[src/rtl/adc_model_pkg.sv]
// Shared types and helpers for the multi-channel ADC behavioural model.
// Holds the sequencer state encoding, source-select codes, the SEU stretch
// length and the 2-of-3 voting helpers used on every control triple.
package adc_model_pkg;

  typedef enum logic [2:0] {
    ST_PD      = 3'd0,
    ST_CAL_RST = 3'd1,
    ST_CAL_RUN = 3'd2,
    ST_FLUSH   = 3'd3,
    ST_ACTIVE  = 3'd4,
    ST_ERR     = 3'd5
  } state_t;

  localparam logic [1:0] MODE_INPUT     = 2'b00;
  localparam logic [1:0] MODE_RAMP      = 2'b01;
  localparam logic [1:0] MODE_PATTERN   = 2'b10;
  localparam logic [1:0] MODE_ALT_INPUT = 2'b11;  // decodes as MODE_INPUT

  localparam logic [2:0] SEU_STRETCH = 3'd4;

  function automatic logic tmr_vote(input logic a, input logic b, input logic c);
    return (a & b) | (a & c) | (b & c);
  endfunction

  function automatic logic tmr_disagree(input logic a, input logic b, input logic c);
    return !((a == b) && (b == c));
  endfunction

endpackage

[src/rtl/adc_model_chan.sv]
// One ADC channel: source mux, ramp generator, LAT-deep pipeline, output format, OVF.
// Latency: a source value captured at edge k reaches d after edge k+LAT.
// Backpressure: none; the stream free-runs while shift is high.
// Ports: clk/rst_n; shift (pipeline advances), active (outputs enabled),
//        df_fmt (latched format, 1 = two's complement), mode, sample -> d, ovf.
module adc_model_chan
  import adc_model_pkg::*;
#(
  parameter int W   = 12,
  parameter int LAT = 12,
  parameter int CH  = 0
) (
  input  logic         clk,
  input  logic         rst_n,
  input  logic         shift,
  input  logic         active,
  input  logic         df_fmt,
  input  logic [1:0]   mode,
  input  logic [W-1:0] sample,
  output logic [W-1:0] d,
  output logic         ovf
);

  logic [W-1:0] pipe [LAT];
  logic [W-1:0] ramp;
  logic [W-1:0] pattern;
  logic [W-1:0] src;
  logic [W-1:0] last;

  // Alternating 0101... word with bit 0 set.
  always_comb begin
    pattern = '0;
    for (int i = 0; i < W; i += 2) pattern[i] = 1'b1;
  end

  always_comb begin
    src = sample;
    case (mode)
      MODE_RAMP:    src = ramp;
      MODE_PATTERN: src = pattern;
      default:      src = sample;
    endcase
  end

  assign last = pipe[LAT-1];

  always_ff @(posedge clk or negedge rst_n) begin
    if (!rst_n) begin
      ramp <= '0;
      for (int i = 0; i < LAT; i++) pipe[i] <= '0;
      d   <= '0;
      ovf <= 1'b0;
    end else begin
      // Ramp parks at the channel index until the pipeline starts moving, so
      // the first captured ramp word of a run is CH.
      ramp <= shift ? ramp + W'(1) : W'(CH);
      if (shift) begin
        pipe[0] <= src;
        for (int i = 1; i < LAT; i++) pipe[i] <= pipe[i-1];
      end else begin
        for (int i = 0; i < LAT; i++) pipe[i] <= '0;
      end
      // Two's complement view is offset binary with the MSB flipped; OVF
      // looks at the raw code.
      d   <= active ? {last[W-1] ^ df_fmt, last[W-2:0]} : '0;
      ovf <= active && ((last == '0) || (last == '1));
    end
  end

endmodule

[src/rtl/adc_model_mch.sv]
// Multi-channel ADC model top: TMR voters, calibration/flush sequencer, df trap, SEU stretch.
// Latency: SAMPLE_IN to D is LAT cycles; state changes reach outputs one cycle later.
// Backpressure: none; DVALID marks valid words, there is no ready input.
// Ports: CLK/RST_N; OM_*/DF_*/CAL_* control triples; MODE; SAMPLE_IN (NCH*W)
//        -> D (NCH*W), DVALID, OVF (NCH), CAL_BUSY, DF_ERR, SEU.
module adc_model_mch
  import adc_model_pkg::*;
#(
  parameter int NCH        = 2,
  parameter int W          = 12,
  parameter int LAT        = 12,
  parameter int CAL_CYCLES = 1000
) (
  input  logic             CLK,
  input  logic             RST_N,
  input  logic             OM_A,
  input  logic             OM_B,
  input  logic             OM_C,
  input  logic             DF_A,
  input  logic             DF_B,
  input  logic             DF_C,
  input  logic             CAL_A,
  input  logic             CAL_B,
  input  logic             CAL_C,
  input  logic [1:0]       MODE,
  input  logic [NCH*W-1:0] SAMPLE_IN,
  output logic [NCH*W-1:0] D,
  output logic             DVALID,
  output logic [NCH-1:0]   OVF,
  output logic             CAL_BUSY,
  output logic             DF_ERR,
  output logic             SEU
);

  localparam int CMAX = (CAL_CYCLES > LAT) ? CAL_CYCLES : LAT;
  localparam int CW   = $clog2(CMAX) + 1;
  localparam logic [CW-1:0] CAL_LAST   = CW'(CAL_CYCLES - 1);
  localparam logic [CW-1:0] FLUSH_LAST = CW'(LAT - 1);

  state_t        state;
  logic [CW-1:0] cnt;
  logic          df_lat;
  logic          om, df, cal, split;
  logic [2:0]    seu_cnt, seu_nxt;
  logic          shift, active;

  assign om  = tmr_vote(OM_A, OM_B, OM_C);
  assign df  = tmr_vote(DF_A, DF_B, DF_C);
  assign cal = tmr_vote(CAL_A, CAL_B, CAL_C);
  assign split = tmr_disagree(OM_A, OM_B, OM_C) |
                 tmr_disagree(DF_A, DF_B, DF_C) |
                 tmr_disagree(CAL_A, CAL_B, CAL_C);

  assign seu_nxt = split ? SEU_STRETCH :
                   (seu_cnt != 3'd0) ? seu_cnt - 3'd1 : 3'd0;

  assign shift  = (state == ST_FLUSH) || (state == ST_ACTIVE);
  assign active = (state == ST_ACTIVE);

  always_ff @(posedge CLK or negedge RST_N) begin
    if (!RST_N) begin
      state    <= ST_PD;
      cnt      <= '0;
      df_lat   <= 1'b0;
      seu_cnt  <= 3'd0;
      SEU      <= 1'b0;
      DVALID   <= 1'b0;
      CAL_BUSY <= 1'b0;
      DF_ERR   <= 1'b0;
    end else begin
      seu_cnt  <= seu_nxt;
      SEU      <= (seu_nxt != 3'd0);
      DVALID   <= (state == ST_ACTIVE);
      CAL_BUSY <= (state == ST_CAL_RUN) || (state == ST_FLUSH);
      DF_ERR   <= (state == ST_ERR);

      // Priority: power-down, then df trap, then calibration hold.
      if (!om) begin
        state <= ST_PD;
        cnt   <= '0;
      end else begin
        case (state)
          ST_PD: begin
            state  <= ST_CAL_RUN;
            cnt    <= '0;
            df_lat <= df;
          end
          ST_ERR: begin
            state <= ST_ERR;
          end
          default: begin
            if (df != df_lat) begin
              state <= ST_ERR;
            end else if (cal) begin
              state <= ST_CAL_RST;
            end else begin
              case (state)
                ST_CAL_RST: begin
                  state <= ST_CAL_RUN;
                  cnt   <= '0;
                end
                ST_CAL_RUN: begin
                  if (cnt == CAL_LAST) begin
                    state <= ST_FLUSH;
                    cnt   <= '0;
                  end else begin
                    cnt <= cnt + CW'(1);
                  end
                end
                ST_FLUSH: begin
                  if (cnt == FLUSH_LAST) begin
                    state <= ST_ACTIVE;
                    cnt   <= '0;
                  end else begin
                    cnt <= cnt + CW'(1);
                  end
                end
                default: begin
                  state <= state;
                end
              endcase
            end
          end
        endcase
      end
    end
  end

  for (genvar c = 0; c < NCH; c++) begin : g_chan
    adc_model_chan #(
      .W   (W),
      .LAT (LAT),
      .CH  (c)
    ) u_chan (
      .clk    (CLK),
      .rst_n  (RST_N),
      .shift  (shift),
      .active (active),
      .df_fmt (df_lat),
      .mode   (MODE),
      .sample (SAMPLE_IN[c*W +: W]),
      .d      (D[c*W +: W]),
      .ovf    (OVF[c])
    );
  end

endmodule
[config.mk]
export PLATFORM = sky130hd
export DESIGN_NAME = adc_model_mch
export DESIGN_NICKNAME = d
export VERILOG_FILES = /design/src/rtl/adc_model_pkg.sv /design/src/rtl/adc_model_chan.sv /design/src/rtl/adc_model_mch.sv
export SDC_FILE = /design/constraint.sdc
export NUM_CORES = 1
export LEC_CHECK = 0
export CORE_UTILIZATION = 58
export DETAILED_ROUTE_END_ITERATION = 10
export PLACE_DENSITY = 0.77
export REMOVE_ABC_BUFFERS = 1
export SETUP_SLACK_MARGIN = 0.15
export SLEW_MARGIN = 20
export SYNTH_ARGS = -nofsm -noshare
export SYNTH_HDL_FRONTEND = slang
export SYNTH_HIERARCHICAL = 1
export SYNTH_SLANG_ARGS = --single-unit
[constraint.sdc]
create_clock -name CLK -period 2.2 [get_ports CLK]
set_input_delay 0.44 -clock CLK [delete_from_list [all_inputs] [get_ports CLK]]
set_output_delay 0.44 -clock CLK [all_outputs]
set_load 0.05 [all_outputs]
==> results.txt, run 1 <==
- Mapped Avg Cell Area: 12.9 sq um
* Post-detailed-route via-to-cell ratio: 5.13
- Clock latency on the worst-skew pair: 0.52 ns
- For the worst setup path, the data arrival time is 2.45 ns.
- Entering global routing, the biggest net connects 139 pins.
- The Yosys step of the flow raised 6 warnings.
* Cell at the slowest stage of the critical path: sky130_fd_sc_hd__or4_4
* Outcome: completed
* Count of boundary I/O pins: 67
* Port buffer count: 66
- Setup repair after global routing could not meet its margin everywhere.
- Across all setup checks in the final design, the least slack found is 0.134 ns.
* Fraction of the yosys area taken by sequential cells: 70.4%
* Via count of the first global-routing pass: 7301
- Hold violation count in the final report: 0
- Antenna diode count: 0
* Area fraction in and, or, nand and nor cells after synthesis: about a fifth
- Across all register-to-register paths, the minimum setup slack is 0.13 ns.
- Number of buffer and inverter stages on the critical path: 1
- CTS sink cnt: 360
- Setup TNS: 0 ns
- Deepest clock path buffer count: 3
- Final HPWL DP: roughly 11000 um
* Total wire length after detailed routing: 19300 um
- The min-delay analysis places its worst path in the category in -> async.
- Depth of the critical timing path with buffers and inverters included: 6
- The pre-antenna-repair detailed-routing pass consisted of 5 iterations.
* Initial core utilization: 59.9%
* Worst path max stage delay: 0.54 ns
* Count of flip-flops with a built-in enable after synthesis: 0
- Share of synthesized registers carrying an async set or reset: 100%
* Critical path's top delay family: simple AND/OR/NAND/NOR gates
- Clock root buffer: sky130_fd_sc_hd__clkbuf_16
* Crit-path max FO: 9
- ANT nets after route: 0
* Actual transition at the worst max-transition pin: 0.521 ns
- Max Fclk: 484 MHz
- The area growth from synthesis to layout is 19.3%.
- Period utilisation layout: 93.9%
* Total via count after detailed routing: 7185
* Post-Place Worst Slack: -0.496 ns
* PwrDens: 974 mW/mm^2
- Summing the areas of all fa, ha and maj instances in the mapped netlist gives 1.47% of the synthesized area.
* Cells along the critical path: or4_4 > nor4_4 > o211ai_1 > clkbuf_16 > o31a_1 > o221a_1
* Area occupied by multi-input gates: 0.00358 sq mm
- After clock tree synthesis, the clock-pin slew on the worst setup and hold paths is 0.06 ns.
- R2r worst-path depth: 6
- Core box area: 0.0214 sq mm
- The floorplan step set the die width to approximately 150 um.
- The number of antenna violations at the first check in global routing is 0.
- In the final routed layout, each cell accounts on average for 13.8 um.
* Critical path required time: 2.58 ns
* Placer Congestion: 0.887
* Final hold slack: 0.431 ns
- Sum of overflow across all layers after global routing: 0
- Main combinational cell family by area after synthesis: simple AND/OR/NAND/NOR gates
- The analysis attributes to cell leakage a power of about 7.6 nW.
- Counting flops and latches in the post-synthesis netlist gives 360.
- Die area: 0.0227 sq mm
- TritonCTS clock tree: yes
- The cell count after synthesis came out at between 900 and 1000.
- Maximum clock skew at final layout: 0.0197 ns
- Category of the worst setup path capture point: register
- After detailed routing, the number of remaining DRC violations is 0.
* Final max-slew violation count: 0
- Setup violations, final: 0
- In this run, distinct cell masters in the synthesized netlist total 43.
* Kind of start point of the critical path: register
* Clock buffers created by TritonCTS: 36
* Filler cell count: 1488
- For this run, the leading register cell type out of synthesis is sky130_fd_sc_hd__dfrtp_1.
- The tool flagged a number of max-cap violations equal to 0.
* Row count: 53
* Die span in y: 151 um
- The synthesized netlist devotes 4.97% of its cell area to compound gates.
* Max IR drop VDD: 0.695 mV
- The post-route netlist has 10.1% of its cells at a drive strength greater than 1.
- Multiplexer area fraction after synthesis: less than 1%
* Sequential cell area: about 0.0090 sq mm
* Final nets: 1154
- CTS built an H-tree with a depth of 2.
- Headroom to the max-slew limit: roughly 65%
* Fin crit period: between 2 and 2.5 ns
- Area share of xor/xnor cells in the synthesized design: less than 1%
- Global-route wire length before repair: 33300 um
- The cell area that synthesis handed to floorplanning was around 0.013 sq mm.
- The worst setup path is of the reg -> reg kind.
* Iteration-0 DRC Markers: 430
- Total track usage: 18.7%
-- registers in the layout (all words and copies together), names as in the netlist, 2 cells and up --
| signal | flops |
|---|---|
| cnt | 11 |
| g_chan.u_chan/d | 24 |
| g_chan.u_chan/last | 24 |
| g_chan.u_chan/ovf | 2 |
| g_chan.u_chan/pipe | 264 |
| g_chan.u_chan/ramp | 24 |
| seu_cnt | 3 |
| state | 3 |
-- power by group --
| group | switching, W | internal (W) | leakage (nW) |
|---|---|---|---|
| clock network | 0.00239 | 0.00339 | 0.553 |
| logic | 0.00140 | 0.000681 | 2.04 |
| registers | 0.000149 | 0.00686 | 5.00 |
| total | 0.00394 | 0.0109 | 7.59 |
-- through the flow --
stage               instances  cell area (sq um)  total power (W)  utilization, %
global route             1401              15300           0.0156            71.5
floorplan                 949              12600          0.00778               -
finish                   1401              15300           0.0149            71.5
global placement         1334              14100          0.00917            65.9
detailed placement       1334              14100          0.00923            65.9
CTS                      1397              15200           0.0150            71.2
-- cell usage in the layout, fill, tap and decap left out, types with 4 or more instances in the layout --
cell type / count
sky130_fd_sc_hd__clkdlybuf4s50_1: 35
sky130_fd_sc_hd__and2_1: 290
sky130_fd_sc_hd__buf_4: 39
sky130_fd_sc_hd__dlygate4sd2_1: 30
sky130_fd_sc_hd__nand4_1: 13
sky130_fd_sc_hd__inv_1: 20
sky130_fd_sc_hd__and3_1: 4
sky130_fd_sc_hd__nand2_1: 32
sky130_fd_sc_hd__clkbuf_16: 39
sky130_fd_sc_hd__o21ai_1: 4
sky130_fd_sc_hd__nand2b_1: 6
sky130_fd_sc_hd__nor2_1: 30
sky130_fd_sc_hd__a31oi_1: 10
sky130_fd_sc_hd__or3_1: 8
sky130_fd_sc_hd__or4_1: 6
sky130_fd_sc_hd__dfrtp_1: 360
sky130_fd_sc_hd__clkbuf_8: 6
sky130_fd_sc_hd__a41oi_1: 4
sky130_fd_sc_hd__nor3_1: 8
sky130_fd_sc_hd__clkbuf_1: 10
sky130_fd_sc_hd__buf_12: 7
sky130_fd_sc_hd__a22oi_1: 13
sky130_fd_sc_hd__ha_1: 15
sky130_fd_sc_hd__nand3_1: 15
sky130_fd_sc_hd__xor2_1: 4
sky130_fd_sc_hd__o21ai_0: 21
sky130_fd_sc_hd__o31ai_1: 6
sky130_fd_sc_hd__a21oi_1: 29
sky130_fd_sc_hd__xnor2_1: 5
sky130_fd_sc_hd__nand3_2: 4
sky130_fd_sc_hd__nor4_1: 11
-- metal layers --
layer | wire length, um | GRT usage, %
met3 | 875 | 3.85
met5 | 0 | 0
met1 | 7890 | 23.0
met2 | 10100 | 32.6
met4 | 467 | 6.97
-- worst reg2reg max path, cell delays in order (launching register included) --
cell and delay, ns:
sky130_fd_sc_hd__dfrtp_1 0.38, sky130_fd_sc_hd__or4_4 0.54, sky130_fd_sc_hd__nor4_4 0.15, sky130_fd_sc_hd__o211ai_1 0.17, sky130_fd_sc_hd__clkbuf_16 0.20, sky130_fd_sc_hd__o31a_1 0.27
sky130_fd_sc_hd__o221a_1 0.24
-- final timing paths --
path,from,endpoint
min,RST_N,g_chan[0].u_chan/d[8]$_DFF_PN0_
min in group CLK,g_chan[0].u_chan/pipe[79]$_DFF_PN0_,g_chan[0].u_chan/pipe[67]$_DFF_PN0_
min reg2reg,g_chan[0].u_chan/pipe[79]$_DFF_PN0_,g_chan[0].u_chan/pipe[67]$_DFF_PN0_
max reg2reg,cnt[8]$_DFFE_PN0P_,state[2]$_DFFE_PN0P_
max,cnt[8]$_DFFE_PN0P_,state[2]$_DFFE_PN0P_
max in group asynchronous,RST_N,g_chan[0].u_chan/ramp[2]$_DFF_PN0_
-- cells in the mapped netlist (all sizes together) (10+ instances only) --
| master | number | area [sq um] |
|---|---|---|
| a22oi | 13 | 97.6 |
| clkbuf | 40 | 150 |
| and2 | 290 | 1810 |
| o21ai | 25 | 125 |
| nand4 | 13 | 81.3 |
| dfrtp | 360 | 9010 |
| ha | 15 | 188 |
| nor4 | 13 | 93.8 |
| nand3 | 19 | 115 |
| a21oi | 29 | 145 |
| inv | 22 | 82.6 |
| nand2 | 32 | 120 |
| nor2 | 30 | 113 |
| a31oi | 10 | 62.6 |
-- cell type report --
cell class	count	area share [%]
sequential	360	59.0
multi-input combinational	567	23.5
timing repair buffer	115	7.25
clock buffer	54	7.02
tap	275	2.25
inverter	22	0.541
clock inverter	8	0.459
-- cell families (layout without fill, tap and decap cells) --
family / Yosys count / in the layout
muxes: 3 / 3
and+or+nand+nor: 437 / 437
AOI/OAI and AO/OA: 102 / 102
DFF: 360 / 360
buffers and inverters: 64 / 199
xor gates and xnor gates: 10 / 10
adders and majority gates: 15 / 15
-- repair_timing --
action                                  CTS  global route
endpoints found under the hold margin    41             0
hold buffers                              1             0
gates cloned                              0             1
endpoints found under the setup margin   37            13
gates resized for setup                  31             5
pin swaps                                 0             0
setup buffers                             0             3
Power figures use the tool's default switching activity.
==> run 2: changes to the inputs <==
--- a/config.mk
+++ b/config.mk
@@ -5,9 +5,10 @@
 export SDC_FILE = /design/constraint.sdc
 export NUM_CORES = 1
 export LEC_CHECK = 0
+export CORE_MARGIN = 3
 export CORE_UTILIZATION = 58
 export DETAILED_ROUTE_END_ITERATION = 10
-export PLACE_DENSITY = 0.77
+export PLACE_DENSITY = 0.84
 export REMOVE_ABC_BUFFERS = 1
 export SETUP_SLACK_MARGIN = 0.15
 export SLEW_MARGIN = 20
==> run 2 against run 1 <==
  * Final area barely moved
  * Worst setup slack improved by 0.048 ns
  * Clock-buffer cell count decreased by 6
  * First-iteration DRC count down 10%
  * Highest routed layer unchanged
  * Global-route usage shrank 0.84 points
  * Sequential share of layout area is essentially flat
  * Non-clock buffer count grew 1
  * Register-to-register slack improved by 0.05 ns
  * Die area increased by 5.4%
  * Largest cell class unchanged
==> results.txt, run 2 (synthesis results as in run 1) <==
* Outcome: completed
* Area growth from synthesis to final layout: 19.3%
* Initial core utilization: 59.9%
- The floorplan has 53 rows.
* CTS clk-pin slew, worst paths: 0.06 ns
- Maximum number of pins on one net before global-route repair: 74
- Critical path required time: 2.58 ns
- TritonCTS clock tree: yes
- Reg-to-reg setup timing slack: between 0.15 and 0.2 ns
- Setup violations, final: 0
- Internal: 0.0111 W
- Of all nets on the critical path, the largest fanout is 5.
- Via count of the first global-routing pass: roughly 7700
- Dividing the detail-routed wire length by the instance count gives 14.5 um.
- For this design the ratio of total power to cell area is roughly 990 mW/mm^2.
- Core box area: 0.0214 sq mm
* RSZ-0062 raised after global routing: yes
* Global-route wire length before repair: approximately 35000 um
- After detailed routing, the number of remaining DRC violations is 0.
- Clock tree synthesis selected as its root buffer the cell sky130_fd_sc_hd__clkbuf_16.
- Most common cell after layout, fill and taps aside: sky130_fd_sc_hd__dfrtp_1
- For this design the total switching power over the nets is 0.00390 W.
- Initial antenna violation count: 0
* Deepest clock path buffer count: 3
- Clock buffers created by TritonCTS: 35
- Switching power as a share of total power: 25.9%
- Port buffer count: 66
- Total track usage: 17.8%
- Together, buffers and inverters on the worst path number 1.
- Headroom to the max-slew limit came out at 61.1%.
- Die area: 0.0239 sq mm
- The number of hold violations in the final report came to 0.
- The layout has 1418 filler cells.
- Cells along the critical path: or4_4 > nor4_2 > o211ai_1 > buf_4 > o31a_1 > o221a_1
- Worst hold path class: reg -> reg
- 67 I/O pins were placed.
* Antenna diode count: 0
- Top reg by flops: g_chan.u_chan/pipe
- Arrival @ worst endpoint: 2.40 ns
- After layout, the worst path uses 91.7% of the clock period.
* Post-Place Worst Slack: -0.360 ns
- Based on the critical path, the design can be clocked at up to 496 MHz.
* Floorplan die width: 155 um
* Maximum clock skew at final layout: ~0.013 ns
* Category of the worst setup path capture point: register
- Leakage power of the design: 7.61 nW
- Share of power burned in registers: 46.6%
- Critical path's top delay family: simple AND/OR/NAND/NOR gates
* Layout cell share with drive strength beyond 1: 10.7%
* Kind of start point of the critical path: register
- The clock network is responsible for 39.6% of the overall power.
- Combinational power share: approximately 14%
* Fin crit period: 2.02 ns
- Clock latency on the worst-skew pair: 0.50 ns
- At the pin with the least slew margin, the transition time is 0.584 ns.
- Summed over all nets, the half-perimeter wirelength after detailed placement is ~12000 um.
* Drt first pass iters: 5
* Commonest cells after routing, fill and taps aside: sky130_fd_sc_hd__dfrtp_1 (360), sky130_fd_sc_hd__and2_1 (290), sky130_fd_sc_hd__buf_4 (43), sky130_fd_sc_hd__clkbuf_16 (37), sky130_fd_sc_hd__clkdlybuf4s50_1 (35)
* Max IR drop VDD: 0.626 mV
- H-tree levels: 2
* Largest register FFs: 264
- Worst path max stage delay: 0.53 ns
- Placer Congestion: 0.860
- Post-detailed-route via-to-cell ratio: 5.27
- In this run, the number of DRC markers left after iteration 0 of detailed routing was 387.
- Max-cap viol count: 0
- The setup path with the least slack is of type reg -> reg.
* Sum of overflow across all layers after global routing: 0
- Total via count after detailed routing: 7381
* Total wire length after detailed routing: 20400 um
* Final max-slew violation count: 0
- Once detail routing completed, the nets flagged for antenna violations numbered 0.
* Final hold slack: 0.447 ns
* Cell at the slowest stage of the critical path: sky130_fd_sc_hd__or4_4
- The die is 155 um tall.
* Worst Slack Setup Final: 0.182 ns
- Final nets: 1154
* CTS sink cnt: between 300 and 400
-- run 2: through the flow --
step	total power [W]	area (sq um)	utilization (%)	std cells	setup TNS (ns)
3_3_place_gp	0.00913	14100	65.9	1337	-1.81
6_report	0.0150	15300	71.4	1400	0
2_1_floorplan	0.00778	12600	-	949	-1671.14
5_1_grt	0.0157	15300	71.4	1400	0
3_5_place_dp	0.00920	14100	65.9	1337	-3.09
4_1_cts	0.0152	15200	71.3	1400	0
-- run 2: cell type report --
class,instances,area [sq um],share of cell area (%)
Clock buffer,48,1030,6.73
Clock inverter,12,139,0.910
Multi-Input combinational cell,567,3570,23.4
Tap cell,275,344,2.26
Sequential cell,360,9010,59.1
Inverter,22,82.6,0.541
Timing Repair Buffer,116,1080,7.09
-- run 2: repair_timing --
item | CTS | global route
gates resized for setup | 31 | 4
gates cloned | 0 | 0
hold buffers | 1 | 0
setup buffers | 2 | 0
hold endpoints to repair | 62 | 0
pin swaps | 1 | 1
setup endpoints to repair | 34 | 6
-- run 2: worst paths after layout --
check                                               startpoint                                  end  depth (start not counted)
max in group asynchronous                                RST_N   g_chan[0].u_chan/ramp[1]$_DFF_PN0_                          3
max reg2reg                                 cnt[8]$_DFFE_PN0P_                 state[2]$_DFFE_PN0P_                          6
min in group asynchronous                                RST_N                   CAL_BUSY$_DFF_PN0_                          2
min reg2reg                g_chan[1].u_chan/pipe[74]$_DFF_PN0_  g_chan[1].u_chan/pipe[62]$_DFF_PN0_                          1
min                        g_chan[1].u_chan/pipe[74]$_DFF_PN0_  g_chan[1].u_chan/pipe[62]$_DFF_PN0_                          1
max                                         cnt[8]$_DFFE_PN0P_                 state[2]$_DFFE_PN0P_                          6
-- run 2: routing by layer --
metal  part of all wire, %  routed length, um  track usage [%]  vias to the layer above
met5                     0                  0                0                        -
met4                   2.3                476             4.96                        0
met3                   5.6               1140             3.39                       43
met2                    53              10800             31.9                      227
met1                    39               7950             22.4                     3650
li1                      -                  -                -                     3461
-- run 2: power groups by stage --
stage          registers (W)  logic (W)  clock network (W)
2_1_floorplan        0.00715   0.000633                  0
3_3_place_gp         0.00711    0.00203                  0
3_5_place_dp         0.00712    0.00208                  0
4_1_cts              0.00700    0.00208            0.00611
5_1_grt              0.00702    0.00232            0.00640
6_report             0.00701    0.00207            0.00596
==> run 3: changes to the inputs <==
--- a/config.mk
+++ b/config.mk
@@ -9,6 +9,7 @@
 export CORE_UTILIZATION = 58
 export DETAILED_ROUTE_END_ITERATION = 10
 export PLACE_DENSITY = 0.84
+export RECOVER_POWER = 100
 export REMOVE_ABC_BUFFERS = 1
 export SETUP_SLACK_MARGIN = 0.15
 export SLEW_MARGIN = 20
==> run 3 against run 2 <==
  * Cell count unchanged
  * Critical path depth increased by 2
  * Critical path type is now in -> reg
  * Flip-flop and latch count unchanged
  * Clock power about the same
  * Critical endpoint is now cnt[8]$_DFFE_PN0P_
  * Clock skew about the same
  * Routed wire length increased by 0.12%
  * Global-route usage unchanged
  * Sequential share of layout area increased by 0.21 points
  * Register-to-register slack about the same
  * Sequential power about the same
==> results.txt, run 3 (synthesis results as in run 1) <==
- The flow ran to the end, and the final reports show no timing, DRC or antenna violations.
- Clock buffers created by TritonCTS: 35
* Final HPWL DP: approximately 12000 um
- Entering global routing, the biggest net connects 74 pins.
- The worst path needs 2.05 ns of the cycle, external delays included.
- Number of cells on the worst hold path: 1
- The critical path is of the in -> reg type.
- Startpoint of the worst hold path: g_chan[1].u_chan/pipe[74]$_DFF_PN0_
- In the final design database the tool counted between 1000 and 1500 nets.
* Layout cell share with drive strength beyond 1: 10.1%
- Placed cell areas: ~0.014 sq mm
- Count of boundary I/O pins: 67
- Hold violation count in the final report: 0
* Period utilisation layout: roughly 93%
- The path with the worst hold slack has its endpoint at g_chan[1].u_chan/pipe[62]$_DFF_PN0_.
- The worst setup path is launched from a primary input.
- Power share of the clock group: 39.8%
- In the final routed layout, each cell accounts on average for 14.6 um.
- Cells along the critical path: dlygate4sd3_1 > ha_1 > a211oi_2 > xor2_1 > a22oi_1 > o21ai_0 > buf_4 > a31oi_1
- Internal: 0.0111 W
- The worst register-to-register path begins at cnt[8]$_DFFE_PN0P_.
- Of the total power, the share spent switching nets is 26.1%.
* Met3 layer wire length in the routed design: 1170 um
- The die is 155 um wide.
* Headroom to the max-slew limit: 28.8%
- Critical path's top delay family: buffers and inverters
- For the worst flop-to-flop path, the logic depth is 6.
- Crit-path max FO: 5
* CTS sink cnt: 360
- The worst setup path is captured at a register.
* Initial antenna violation count: 0
- The endpoint identified for the worst register-to-register timing path is state[2]$_DFFE_PN0P_.
- RSZ-0062 raised after global routing: yes
- Number of design rule violations left after detail routing: 0
* Most common cell after layout, fill and taps aside: sky130_fd_sc_hd__dfrtp_1
* Largest register FFs: 264
- Worst hold path class: reg -> reg
* Max-cap viol count: 0
* Die area: 0.0239 sq mm
- In this run the tool buffered the top-level ports with 66 buffer cells.
- The count of nets left with antenna violations once routing finished came out at 0.
- In the global route stage, overall resource usage came out at around 18%.
* Core box area: about 0.021 sq mm
* Maximum clock skew at final layout: 0.0129 ns
- Final max-slew violation count: 0
- For this design the static power due to leakage is 7.45 nW.
* Die span in y: 155 um
- Clock latency on the worst-skew pair: 0.50 ns
- The routed design has 20400 um of wire.
- Timing would allow up to 487 MHz.
- Dividing the detail-routed via count by the number of cells gives 5.29.
- Highest metal layer with signal wires: met4
* Antenna diode count: 0
- Top reg by flops: g_chan.u_chan/pipe
- Global routing finished with a remaining overflow of 0.
* Arrival @ worst endpoint: 2.42 ns
- The via count of the first global-routing pass was slightly below 8000.
- The congestion estimate from routability-driven global placement came to 0.860.
- The H-tree was split into 2 levels.
- Area of all placed cells without fillers: around 0.015 sq mm
- Switching power of the nets: 0.00390 W
* Clock root buffer: sky130_fd_sc_hd__clkbuf_16
- The first global-routing pass estimated 35400 um of wire.
- IR analysis of the VDD net gives a maximum drop of 0.624 mV.
- M1 WL: 7890 um
* Setup violations, final: 0
- Once the floorplan was initialized, standard cells occupied 59.9% of the core.
- In this run the register-to-register setup slack is 0.18 ns.
* TritonCTS clock tree: yes
- In this run, the number of DRC markers left after iteration 0 of detailed routing was 389.
* Area growth from synthesis to final layout: 18.8%
* Row count: 53
* Cell at the slowest stage of the critical path: sky130_fd_sc_hd__dlygate4sd3_1
- Share of power burned in registers: 46.8%
- Worst path max stage delay: approximately 0.56 ns
- After clock tree synthesis, the clock-pin slew on the worst setup and hold paths is approximately 0.060 ns.
* Post-layout power: 0.0150 W
* Drt first pass iters: 4
- No sink is reached through more buffers than the 3 on the longest clock path.
- Combinational power share: 13.5%
* Number of buffer and inverter stages on the critical path: 2
* Critical path required time: 2.57 ns
- Commonest cells after routing, fill and taps aside: sky130_fd_sc_hd__dfrtp_1 (360), sky130_fd_sc_hd__and2_1 (158), sky130_fd_sc_hd__and2_0 (132), sky130_fd_sc_hd__clkbuf_16 (37), sky130_fd_sc_hd__clkdlybuf4s50_1 (34)
* Total via count after detailed routing: ~7400
* Met2 WL: 10900 um
- At the pin with the least slew margin, the transition time is 1.07 ns.
- PwrDens: 985 mW/mm^2
[run 3: cell count changes in the layout (fill, tap and decap cells not counted), sizes merged]
cell	delta
dlygate4sd3	+1
buf	-17
clkbuf	+17
clkdlybuf4s50	-1
[run 3: per-layer routing]
metal	vias to the layer above	global-route usage, %
li1	3455	-
met1	3678	22.4
met2	234	31.9
met3	44	3.39
met4	0	4.96
met5	-	0
[run 3: worst reg2reg max path, stage by stage, from the launching register on]
cell and delay (ns):
sky130_fd_sc_hd__dfrtp_1 0.39, sky130_fd_sc_hd__or4_4 0.53, sky130_fd_sc_hd__nor4_2 0.16, sky130_fd_sc_hd__o211ai_1 0.13
sky130_fd_sc_hd__clkbuf_2 0.18, sky130_fd_sc_hd__o31a_1 0.28, sky130_fd_sc_hd__o221a_1 0.22
[run 3: metrics by stage]
step | hold WS (ns) | util [%] | setup TNS (ns) | worst slack, ns | instances
2_1_floorplan | 0.144 | - | -1671.14 | -6.81 | 949
3_3_place_gp | 0.435 | 65.9 | -1.81 | -0.242 | 1337
3_5_place_dp | 0.439 | 65.9 | -3.09 | -0.360 | 1337
4_1_cts | 0.444 | 71.3 | 0 | 0.174 | 1400
5_1_grt | 0.452 | 71.2 | 0 | 0.0576 | 1400
6_report | 0.445 | 71.2 | 0 | 0.146 | 1400
[run 3: what timing repair did]
| item | CTS | global route |
|---|---|---|
| resized for setup | 31 | 4 |
| hold buffers | 1 | 0 |
| setup endpoints to repair | 34 | 6 |
| buffers inserted | 2 | 0 |
| endpoints found under the hold margin | 62 | 0 |
| pin swaps | 1 | 1 |
[run 3: worst max-delay path by stage]
stage	cells past startpoint	end	slack, ns	start
global placement	7	cnt[2]$_DFFE_PN0P_	-0.24	DF_B
global route	6	g_chan[0].u_chan/pipe[17]$_DFF_PN0_	0.06	state[1]$_DFFE_PN0P_
floorplan	4	g_chan[0].u_chan/ramp[10]$_DFF_PN0_	-6.81	state[0]$_DFFE_PN0P_
CTS	6	cnt[8]$_DFFE_PN0P_	0.17	cnt[0]$_DFFE_PN0P_
detailed placement	7	cnt[2]$_DFFE_PN0P_	-0.36	DF_B
finish	8	cnt[8]$_DFFE_PN0P_	0.15	DF_A
[run 3: final cells by class]
class,instances,area [sq um]
flip-flops and latches,360,9010
fillers,1428,6150
multi-input cells,567,3570
repair buffers,116,1030
clock buffers,48,1030
well taps,275,344
clock inverters,12,139
inverters,22,82.6
[run 3: power groups by stage]
| stage | sequential [W] | combinational [W] | clock [W] |
|---|---|---|---|
| 4_1_cts | 0.00700 | 0.00208 | 0.00611 |
| 5_1_grt | 0.00702 | 0.00227 | 0.00640 |
| 6_report | 0.00700 | 0.00202 | 0.00596 |
| 2_1_floorplan | 0.00715 | 0.000633 | 0 |
| 3_5_place_dp | 0.00712 | 0.00208 | 0 |
| 3_3_place_gp | 0.00711 | 0.00203 | 0 |
